===== src/rtl/countdown_timer8.sv =====
// countdown_timer8
// Loadable down-counter with an internal tick prescaler, level pause and a
// one-cycle expiry pulse. A loaded value decrements once every PRESCALE
// cycles of forward progress. On reaching zero the block reports expiry and
// holds there until it is acknowledged or reloaded.
module countdown_timer8 #(
  parameter int WIDTH    = 8,
  parameter int PRESCALE = 50000,
  parameter int PS_W     = 16
) (
  input  logic             clk,
  input  logic             reset,
  input  logic             load,
  input  logic [WIDTH-1:0] load_value,
  input  logic             pause,
  input  logic             ack,
  output logic [WIDTH-1:0] remaining,
  output logic             running,
  output logic             paused,
  output logic             expired,
  output logic             done
);

  // Binary state encoding, kept as plain constants for legacy compatibility.
  localparam logic [1:0] ST_IDLE    = 2'b00;
  localparam logic [1:0] ST_RUN     = 2'b01;
  localparam logic [1:0] ST_PAUSED  = 2'b10;
  localparam logic [1:0] ST_EXPIRED = 2'b11;

  // The prescaler wraps when it reaches PS_LAST; that edge is a decrement tick.
  // With PRESCALE == 1, PS_LAST is zero, so every progressing cycle ticks and
  // the prescaler never leaves zero.
  localparam logic [PS_W-1:0]  PS_LAST  = PS_W'(PRESCALE - 1);
  localparam logic [PS_W-1:0]  PS_ZERO  = {PS_W{1'b0}};
  localparam logic [PS_W-1:0]  PS_ONE   = {{(PS_W-1){1'b0}}, 1'b1};
  localparam logic [WIDTH-1:0] CNT_ZERO = {WIDTH{1'b0}};
  localparam logic [WIDTH-1:0] CNT_ONE  = {{(WIDTH-1){1'b0}}, 1'b1};

  logic [1:0]       state_r;
  logic [1:0]       state_nxt_s;
  logic [PS_W-1:0]  ps_r;
  logic [PS_W-1:0]  ps_nxt_s;
  logic [PS_W-1:0]  ps_step_s;
  logic [WIDTH-1:0] remaining_r;
  logic [WIDTH-1:0] remaining_nxt_s;
  logic [WIDTH-1:0] remaining_step_s;
  logic             tick_s;
  logic             reach_zero_s;
  logic             entry_s;

  // Values the counters take on a cycle of forward progress (RUN, pause low).
  always_comb begin
    tick_s = (ps_r == PS_LAST);
    if (tick_s) begin
      ps_step_s = PS_ZERO;
    end else begin
      ps_step_s = ps_r + PS_ONE;
    end
    // A zero count never decrements further, so the counter cannot wrap.
    if (tick_s && (remaining_r != CNT_ZERO)) begin
      remaining_step_s = remaining_r - CNT_ONE;
    end else begin
      remaining_step_s = remaining_r;
    end
    // Expiry when this progress step lands on zero (or, defensively, when a
    // progressing count is somehow already zero).
    if (remaining_r == CNT_ZERO) begin
      reach_zero_s = 1'b1;
    end else if (tick_s && (remaining_r == CNT_ONE)) begin
      reach_zero_s = 1'b1;
    end else begin
      reach_zero_s = 1'b0;
    end
  end

  // Next-state and counter update; load outranks ack, which outranks pause,
  // which outranks the tick.
  always_comb begin
    state_nxt_s     = state_r;
    ps_nxt_s        = ps_r;
    remaining_nxt_s = remaining_r;
    entry_s         = 1'b0;
    if (load) begin
      remaining_nxt_s = load_value;
      ps_nxt_s        = PS_ZERO;
      if (load_value == CNT_ZERO) begin
        state_nxt_s = ST_EXPIRED;
        entry_s     = 1'b1;
      end else begin
        // A load with pause high still starts in RUN; pause takes effect on
        // the following edge.
        state_nxt_s = ST_RUN;
      end
    end else begin
      case (state_r)
        ST_IDLE: begin
          state_nxt_s = ST_IDLE;
        end
        ST_RUN, ST_PAUSED: begin
          if (pause) begin
            // Freeze: the edge that enters PAUSED does not decrement.
            state_nxt_s = ST_PAUSED;
          end else begin
            // Leaving PAUSED progresses on the same edge, so the delay equals
            // exactly the number of edges pause was sampled high.
            ps_nxt_s        = ps_step_s;
            remaining_nxt_s = remaining_step_s;
            if (reach_zero_s) begin
              state_nxt_s = ST_EXPIRED;
              entry_s     = 1'b1;
            end else begin
              state_nxt_s = ST_RUN;
            end
          end
        end
        ST_EXPIRED: begin
          // pause has no meaning here; only ack (to IDLE) or load moves on.
          if (ack) begin
            state_nxt_s = ST_IDLE;
          end else begin
            state_nxt_s = ST_EXPIRED;
          end
        end
        default: begin
          state_nxt_s     = ST_IDLE;
          ps_nxt_s        = PS_ZERO;
          remaining_nxt_s = CNT_ZERO;
        end
      endcase
    end
  end

  // State and counter registers; reset abandons any count in progress.
  always_ff @(posedge clk or posedge reset) begin
    if (reset) begin
      state_r     <= ST_IDLE;
      ps_r        <= PS_ZERO;
      remaining_r <= CNT_ZERO;
    end else begin
      state_r     <= state_nxt_s;
      ps_r        <= ps_nxt_s;
      remaining_r <= remaining_nxt_s;
    end
  end

  // Registered status flags decoded from the state being entered.
  always_ff @(posedge clk or posedge reset) begin
    if (reset) begin
      running <= 1'b0;
      paused  <= 1'b0;
      expired <= 1'b0;
      done    <= 1'b0;
    end else begin
      running <= (state_nxt_s == ST_RUN);
      paused  <= (state_nxt_s == ST_PAUSED);
      expired <= entry_s;
      done    <= (state_nxt_s == ST_EXPIRED);
    end
  end

  assign remaining = remaining_r;

endmodule


===== config.mk =====
export PLATFORM = sky130hd
export DESIGN_NAME = countdown_timer8
export DESIGN_NICKNAME = d
export VERILOG_FILES = /design/src/rtl/countdown_timer8.sv
export SDC_FILE = /design/constraint.sdc
export NUM_CORES = 1
export LEC_CHECK = 0
export CAP_MARGIN = 20
export CORE_UTILIZATION = 49
export CTS_CLUSTER_SIZE = 10
export DETAILED_ROUTE_END_ITERATION = 10
export PLACE_DENSITY = 0.73
export SLEW_MARGIN = 10
export SYNTH_ARGS = -nofsm -noshare
export SYNTH_HDL_FRONTEND = slang
export SYNTH_SLANG_ARGS = --single-unit

===== constraint.sdc =====
create_clock -name clk -period 2.8 [get_ports clk]
set_clock_uncertainty 0.2 [all_clocks]
set_input_delay 0.28 -clock clk [delete_from_list [all_inputs] [get_ports clk]]
set_output_delay 0.28 -clock clk [all_outputs]
set_load 0.005 [all_outputs]

======== Word-level counts from Yosys, hierarchy flattened ========
Cells that the tools add are included.
storage, ports and cells
  bits in latches ......................... 0
  memory bits (writable) .................. 0
  register bits ........................... 30
  input port bits ......................... 13
  word-level logic and storage cells ...... 50
  memory bits (read-only) ................. 0
  memories kept ........................... 0
operators by class
  magnitude comparators ................... 0
  multiplexer cells ....................... 21
  multiply operators ...................... 0
  shift operators ......................... 0
  add/subtract/negate cells ............... 2
  bitwise gates (word level) .............. 0
  divide/modulo/power cells ............... 0
  eq/ne operators ......................... 9
  reductions and logical operators ........ 11
operators with widths
  kind                                              count
  two-way mux 16 bit                                4
  two-way mux 8 bit                                 4
  adder 16 x 1 -> 16 bit, second input constant     1
  == test 16 bit, second input constant             1
  zero test 8 bit                                   2
  two-way mux 2 bit                                 5
  == test 2 bit, second input constant              4
  == test 8 x 1 -> 1 bit, second input constant     1
  nonzero test 8 bit                                1
  subtractor 8 x 1 -> 8 bit, second input constant  1
  two-way mux 1 bit                                 7
  one-hot mux 2 bit (3 select lines)                1
  == test 2 x 1 -> 1 bit, second input constant     2
  nonzero test 2 bit                                2
  AND reduction 3 bit                               1
  logical AND 1 bit                                 2
  zero test 2 bit                                   1
  != test 2 bit, second input constant              1
  AND reduction 2 bit                               1
  OR reduction 2 bit                                1

======== Longest topological paths before layout ========
Gate-level depths: netlist of the first run.
  word-level depth ........................ 9
  depth in mapped cells ................... 7
  depth with buffers taken out ............ 6

======== Least setup slack after synthesis of the first run ========
No wires, ideal clock.
  path type ............................... reg-to-reg
  start ................................... register remaining_r[0] (netlist: remaining[0])
  end ..................................... register remaining_r[6] (netlist: remaining[6])
  required time ........................... 2.518 ns
  arrival ................................. 1.959 ns
  stages on the path, launching flop included .. 7
  buffers on the path ..................... 0
  slack ................................... 0.559 ns
  library setup time ...................... 0.082 ns
  path through ............................ dfrtp_1 inv_1 ha_1 or3b_1 or4_1 or4_1 a31oi_1
on the way
  word-level cells in the longest chain between the ends .. 5
RTL lines
  what                       line  source
  start, declared            44    logic [WIDTH-1:0] remaining_r;
  start signal, assigned     142   remaining_r <= remaining_nxt_s;
  subtractor 8 x 1 -> 8 bit  61    remaining_step_s = remaining_r - CNT_ONE;
  two-way mux 8 bit          60    if (tick_s && (remaining_r != CNT_ZERO)) begin
  two-way mux 8 bit          100   if (pause) begin
  two-way mux 8 bit          95    case (state_r)
  two-way mux 8 bit          83    if (load) begin
Several ways; a longest one is shown, not always the timed one. The select of a mux whose other input is x is not followed.
A chain may end at the register's enable or synchronous reset.

======== Worst setup path after layout of the first run ========
  start ................................... register ps_r[0]
  end ..................................... register remaining_r[7] (netlist: remaining[7])
on the way
  word-level cells in the longest chain between the ends .. 4
RTL lines
  what                           line  source
  start, declared                41    logic [PS_W-1:0] ps_r;
  start signal, assigned         141   ps_r <= ps_nxt_s;
  == test 16 bit                 53    tick_s = (ps_r == PS_LAST);
  logical AND 1 bit              60
  nonzero test 2 bit (no line)   -
  AND reduction 3 bit (no line)  -
Every way passes these cells.

==> results.py, run 1 <==
metrics = {
    "outcome": {
        "status": "finished, final reports clean",
    },
    "drt": {
        "drtAntennaViolNets": 0,
        "vias": 1678,
        "routed_via_density": 6.21,
        "wl_per_cell_microns": 16.2,
        "drt-total-wl_mm": 4.37,
        "drc": 0,
        "drt_iter0_markers": 92,
        "firstDrtPassIters": 5,
    },
    "synthesis": {
        "synthCells": 192,
        "yosys_warnings": 0,
        "synth_nets": 211,
        "yosys.area.top_type": "dfrtp_1",
        "ys_seq_area_share_pct": 41.9,
        "ys.flop_type": "dfrtp_1",
        "ys_types": 43,
        "netlist_area_sq_um": 1790,
        "synthTopCellsByArea": "dfrtp_1 42%, ha_1 4.2%, or4_1 4.2%",
        "syn_area_per_cell_sq_um": 9.33,
        "synth_top_area_share_pct": 41.9,
        "synth_seq_cells": 30,
        "synth_edf_count": 0,
        "async_flop_share_pct": 100,
    },
    "power": {
        "leakage_nw": 0.851,
        "p_total_uw": 911,
        "power.density_nw_per_um2": 419,
        "ir_drop_uv": 331,
    },
    "cts": {
        "cts.sinks": 30,
        "ctsRootBufferMaster": "clkbuf_4",
        "cts_max_path_buffers": 2,
        "cts_made_buffers": 5,
        "clk_latency_ns": 0.32,
        "postCtsHoldBufs": 0,
        "cts_max_level": 2,
        "tritoncts": "yes",
        "post_cts_resize_count": 0,
        "clkTransAtPathRegs_ns": 0.10,
        "cts_setup_buffers": 0,
    },
    "sta": {
        "slew-limit-headroom_pct": 66.8,
        "period_needed_ns": 2.42,
        "rsz0062_at_grt": "no",
        "fin_setup_tns_ns": 0,
        "drv_slew": 0,
        "finalSetupViolCount": 0,
        "post-route-period-util_pct": 86.4,
        "fmax_mhz": 413,
        "final_hold_viol_count": 0,
        "worst_pin_slew_ns": 0.497,
    },
    "setup_path": {
        "crit_path_start_kind": "flop",
        "cp_max_fo": 21,
        "crit_type": "flop to flop",
        "rr_endpoint": "remaining[7]$_DFFE_PP0P_",
        "cp-end-kind": "flop",
        "required_ns": 2.84,
        "startpoint": "ps_r[0]$_DFFE_PP0P_",
        "r2r_slack_ns": 0.38,
        "rr_startpoint": "ps_r[0]$_DFFE_PP0P_",
        "worstPathArrival_ns": 2.46,
        "crit_end": "remaining[7]$_DFFE_PP0P_",
        "ff2ff_path_depth": 6,
    },
    "finish": {
        "area.sequential_sq_um": 751,
        "multiInputGateArea_sq_um": 970,
        "num-nets-final": 242,
        "design_area_sq_um": 2170,
        "fin_util_pct": 63.6,
        "drive_gt1_share_pct": 10.3,
        "num_antenna_cells": 0,
        "fin_cells": 270,
        "syn2layout_area_growth_pct": 21.2,
        "fill_cells": 295,
    },
    "grt": {
        "antenna_found_initial": 0,
        "first_global_vias": 1614,
        "gr-total-overflow": 0,
        "grtUsageTotal_pct": 24.0,
        "grt_max_degree": 31,
        "grt_pass1_wl_mm": 7.42,
    },
    "placement": {
        "postPlaceCellArea_sq_um": 2110,
        "dp_hpwl_mm": 3.14,
        "routabilityCongestion": 0.895,
        "place_inst": 262,
        "portBuffers": 24,
    },
    "floorplan": {
        "initial_core_util_pct": 52.5,
        "die_h_microns": 62.5,
        "fp.coreArea_sq_um": 3420,
        "pin_count": 25,
        "die_w_microns": 62.5,
        "die_area_sq_um": 3900,
        "num_rows": 21,
    },
    "hold_path": {
        "hp-class": "primary input to asynchronous set/reset pin",
    },
    "job": {
        "drv_cap": 0,
    },
}
-- cell type report --
class / count / area share, %
sequential: 30 / 34.6
multi-input combinational: 146 / 44.6
timing repair buffer: 32 / 13.8
clock buffer: 6 / 2.36
inverter: 8 / 1.38
tap: 46 / 2.65
clock inverter: 2 / 0.576
-- cell usage in the layout, fill, tap and decap left out, drive strengths merged, types with 3 or more instances in the layout --
master	n
dfrtp	30
clkdlybuf4s50	24
nor2	18
o21ai	11
or4	10
or3	10
nand2	9
nand3	9
a21oi	8
inv	8
buf	8
xor2	7
o31ai	7
a31oi	6
ha	6
clkbuf	6
nand4	4
o211ai	4
o2111ai	4
nor3	4
nor2b	3
nor4b	3
and4	3
-- state kept, by name, indices dropped and copies added, names as in the netlist --
register,cells
running,1
expired,1
paused,1
ps_r,16
state_r,2
done,1
remaining,8
-- worst max-delay path, cell delays in order, from the launching register on --
cell and delay, ns:
dfrtp_1 0.42, ha_1 0.28, nor4b_1 0.34, nand4_1 0.15
buf_4 0.23, or4_1 0.53, a31oi_1 0.19
-- metal layers --
layer  share of wire [%]  vias up  routed length (microns)  track usage [%]
met3                 5.7        5                      250             4.74
met1                  46      818                     2020             32.7
li1                    -      795                        -                -
met4                0.94        0                       41             7.27
met2                  47       60                     2060             38.5
met5                   0        -                        0                0
-- synth_stat cells, drive strengths merged, types with 2 or more instances --
master and count:
inv 8, buf 4, a21oi 8, nor2 18, ha 6, nor3 4
or3 10, nor4b 3, xor2 7, o31ai 7, o2111ai 4, o21ai 11
or4 10, and3 2, nand4 4, nor2b 3, o211ai 4, and4 3
o21a 2, o31a 2, clkbuf 4, nand3 9, a31oi 6, dfrtp 30
nand2 9
-- how the worst min path moves through the flow --
stage                              start                   end  slack (ns)
detailed placement  ps_r[15]$_DFFE_PP0P_  ps_r[15]$_DFFE_PP0P_        0.36
CTS                                reset      paused$_DFF_PP0_        0.14
finish                             reset      paused$_DFF_PP0_        0.12
floorplan                          reset        done$_DFF_PP0_        0.17
global route                       reset      paused$_DFF_PP0_        0.18
global placement    ps_r[15]$_DFFE_PP0P_  ps_r[15]$_DFFE_PP0P_        0.35
-- logic make-up (layout without fill, tap and decap cells) --
kind of cell,count (synthesis),count (layout),share of synthesized area (%)
adder cells (fa/ha/maj),6,6,4.19
buffers and inverters,16,48,3.98
XOR/XNOR,7,7,3.42
AO/OA/AOI/OAI,51,51,19.9
flip-flops,30,30,41.9
AND/OR/NAND/NOR,82,82,26.6
-- through the flow --
stage               worst slack [ns]  hold slack, ns
floorplan                      0.559           0.171
global placement               0.512           0.348
detailed placement             0.418           0.363
CTS                            0.378           0.144
global route                   0.238           0.184
finish                         0.381           0.124
-- power by group --
part           switching (mW)  internal [mW]  leakage, nW
sequential             0.0225          0.451        0.390
clock                   0.157          0.121       0.0343
combinational          0.0814         0.0780        0.427
total                   0.261          0.650        0.851
No activity file was read; power rests on OpenSTA's default activity.
==> run 2, diff against run 1 <==
Settings changed: CORE_ASPECT_RATIO set to 0.6.
==> run 2 against run 1 <==
Compared with the run above:
- cell area rose by 1.2%
- total power rose by 9.6%
- register-to-register slack worse by 0.02 ns
- core utilization is 1.8 points higher
- global-route usage increased by 3.4 points
- routed wire length up 14%
- non-clock buffer count did not move
- maximum frequency down 0.75%
==> results.py, run 2 (synthesized netlist as in run 1, its figures left out) <==
metrics = {
    "power": {
        "comb_power_share_pct": 16.4,
        "sw_frac_of_total_pct": 27.1,
        "switchingPower_uw": 270,
        "pwr-share-seq_pct": 47.7,
        "ir_drop_uv": 254,
        "power.density_nw_per_um2": 454,
        "clockPowerShare_pct": 35.9,
        "p_int_uw": 728,
        "leakage_nw": 0.865,
    },
    "floorplan": {
        "die_w_microns": 80.1,
        "initial_core_util_pct": 53.3,
        "fp.coreArea_sq_um": 3360,
        "pin_count": 25,
        "num_rows": 16,
        "die_area_sq_um": 3910,
        "die_h_microns": 48.8,
    },
    "setup_path": {
        "crit_type": "flop to flop",
        "worstPathArrival_ns": 2.43,
        "required_ns": 2.80,
        "crit_path_start_kind": "flop",
        "cp-end-kind": "flop",
        "cp_max_fo": 21,
    },
    "finish": {
        "fin_util_pct": 65.4,
        "largest-register": "ps_r",
        "design_area_sq_um": 2200,
        "fill_cells": 279,
        "fin_cells": 269,
        "mostFrequentLayoutCell": "dfrtp_1",
        "syn2layout_area_growth_pct": 22.7,
        "num-nets-final": 242,
        "drive_gt1_share_pct": 9.82,
        "layout_common_cells": "30 x dfrtp_1, 24 x clkdlybuf4s50_1, 18 x nor2_1, 10 x o21ai_0, 10 x or4_1",
        "num_antenna_cells": 0,
        "largest_register_ffs": 16,
    },
    "placement": {
        "place_inst": 261,
        "place_ws_ns": 0.403,
        "postPlaceCellArea_sq_um": 2110,
        "routabilityCongestion": 1.00,
        "dp_hpwl_mm": 3.62,
        "portBuffers": 24,
    },
    "sta": {
        "worst_slack_ns": 0.362,
        "slew-limit-headroom_pct": 67.6,
        "fmax_mhz": 410,
        "period_needed_ns": 2.44,
        "worst_pin_slew_ns": 0.486,
        "fin_setup_tns_ns": 0,
        "final_hold_viol_count": 0,
        "drv_slew": 0,
        "finalSetupViolCount": 0,
        "rsz0062_at_grt": "no",
        "post-route-period-util_pct": 87.1,
    },
    "outcome": {
        "status": "finished, final reports clean",
    },
    "cts": {
        "cts_max_level": 2,
        "cts.sinks": 30,
        "cts_made_buffers": 5,
        "cts_setup_buffers": 0,
        "cts_max_path_buffers": 2,
        "clk_latency_ns": 0.28,
        "ctsRootBufferMaster": "clkbuf_8",
        "postCtsHoldBufs": 0,
        "tritoncts": "yes",
        "clkTransAtPathRegs_ns": 0.06,
        "post_cts_resize_count": 0,
    },
    "grt": {
        "first_global_vias": 1611,
        "grtUsageTotal_pct": 27.5,
        "grt_pass1_wl_mm": 8.07,
        "antenna_found_initial": 0,
        "grt_max_degree": 31,
        "gr-total-overflow": 0,
    },
    "drt": {
        "drt_iter0_markers": 265,
        "routed_via_density": 6.62,
        "drtAntennaViolNets": 0,
        "drt-total-wl_mm": 4.97,
        "firstDrtPassIters": 7,
        "wl_per_cell_microns": 18.5,
        "vias": 1782,
        "drc": 0,
    },
    "job": {
        "drv_cap": 0,
    },
    "hold_path": {
        "hp-class": "primary input to asynchronous set/reset pin",
    },
}
[run 2: cell count changes in the layout (fill, tap and decap cells not counted), sizes merged]
cell | before | now
clkbuf | 6 | 7
clkinvlp | 1 | 0
[run 2: path summary, 6_finish.rpt]
| check | from | slack [ns] | end | depth (start not counted) |
|---|---|---|---|---|
| setup / recovery | ps_r[0]$_DFFE_PP0P_ | 0.36 | remaining[6]$_DFFE_PP0P_ | 6 |
| max in group asynchronous | reset | 1.93 | remaining[3]$_DFFE_PP0P_ | 3 |
| hold / removal | reset | 0.18 | state_r[1]$_DFF_PP0_ | 3 |
| min in group clk | ps_r[1]$_DFFE_PP0P_ | 0.37 | ps_r[1]$_DFFE_PP0P_ | 2 |
| hold reg to reg | ps_r[1]$_DFFE_PP0P_ | 0.37 | ps_r[1]$_DFFE_PP0P_ | 2 |
| setup reg to reg | ps_r[0]$_DFFE_PP0P_ | 0.36 | remaining[6]$_DFFE_PP0P_ | 6 |
[run 2: per-layer routing]
layer  GRT usage, %  part of all wire [%]  vias up
met4           7.14                   1.2        0
met5              0                     0        -
met1           42.8                    44      856
li1               -                     -      798
met3           6.73                    10       12
met2           37.6                    44      116
[run 2: through the flow]
step	hold WS (ns)	power, mW
6_report	0.182	0.998
2_1_floorplan	0.171	0.560
3_3_place_gp	0.347	0.637
4_1_cts	0.192	1.00
5_1_grt	0.218	1.05
3_5_place_dp	0.351	0.644
[run 2: cell type report]
| type | instances | area, sq um | share of cell area [%] |
|---|---|---|---|
| clock buffers | 7 | 86.3 | 3.93 |
| clock inverters | 1 | 5.00 | 0.228 |
| flip-flops and latches | 30 | 751 | 34.1 |
| multi-input cells | 146 | 970 | 44.1 |
| well taps | 45 | 56.3 | 2.56 |
| inverters | 8 | 30.0 | 1.37 |
| repair buffers | 32 | 300 | 13.7 |
[run 2: worst max-delay path, stage by stage, from the launching register on]
cell and delay [ns]:
dfrtp_1 0.40, ha_1 0.28, nor4b_1 0.38, nand4_1 0.15, buf_4 0.24, or4_1 0.51
a31oi_1 0.20
[run 2: power groups by stage]
stage / logic [mW] / clock network (mW) / registers [mW]
detailed placement: 0.160 / 0 / 0.484
global route: 0.178 / 0.390 / 0.480
floorplan: 0.0816 / 0 / 0.478
finish: 0.163 / 0.359 / 0.477
global placement: 0.156 / 0 / 0.481
CTS: 0.161 / 0.366 / 0.476
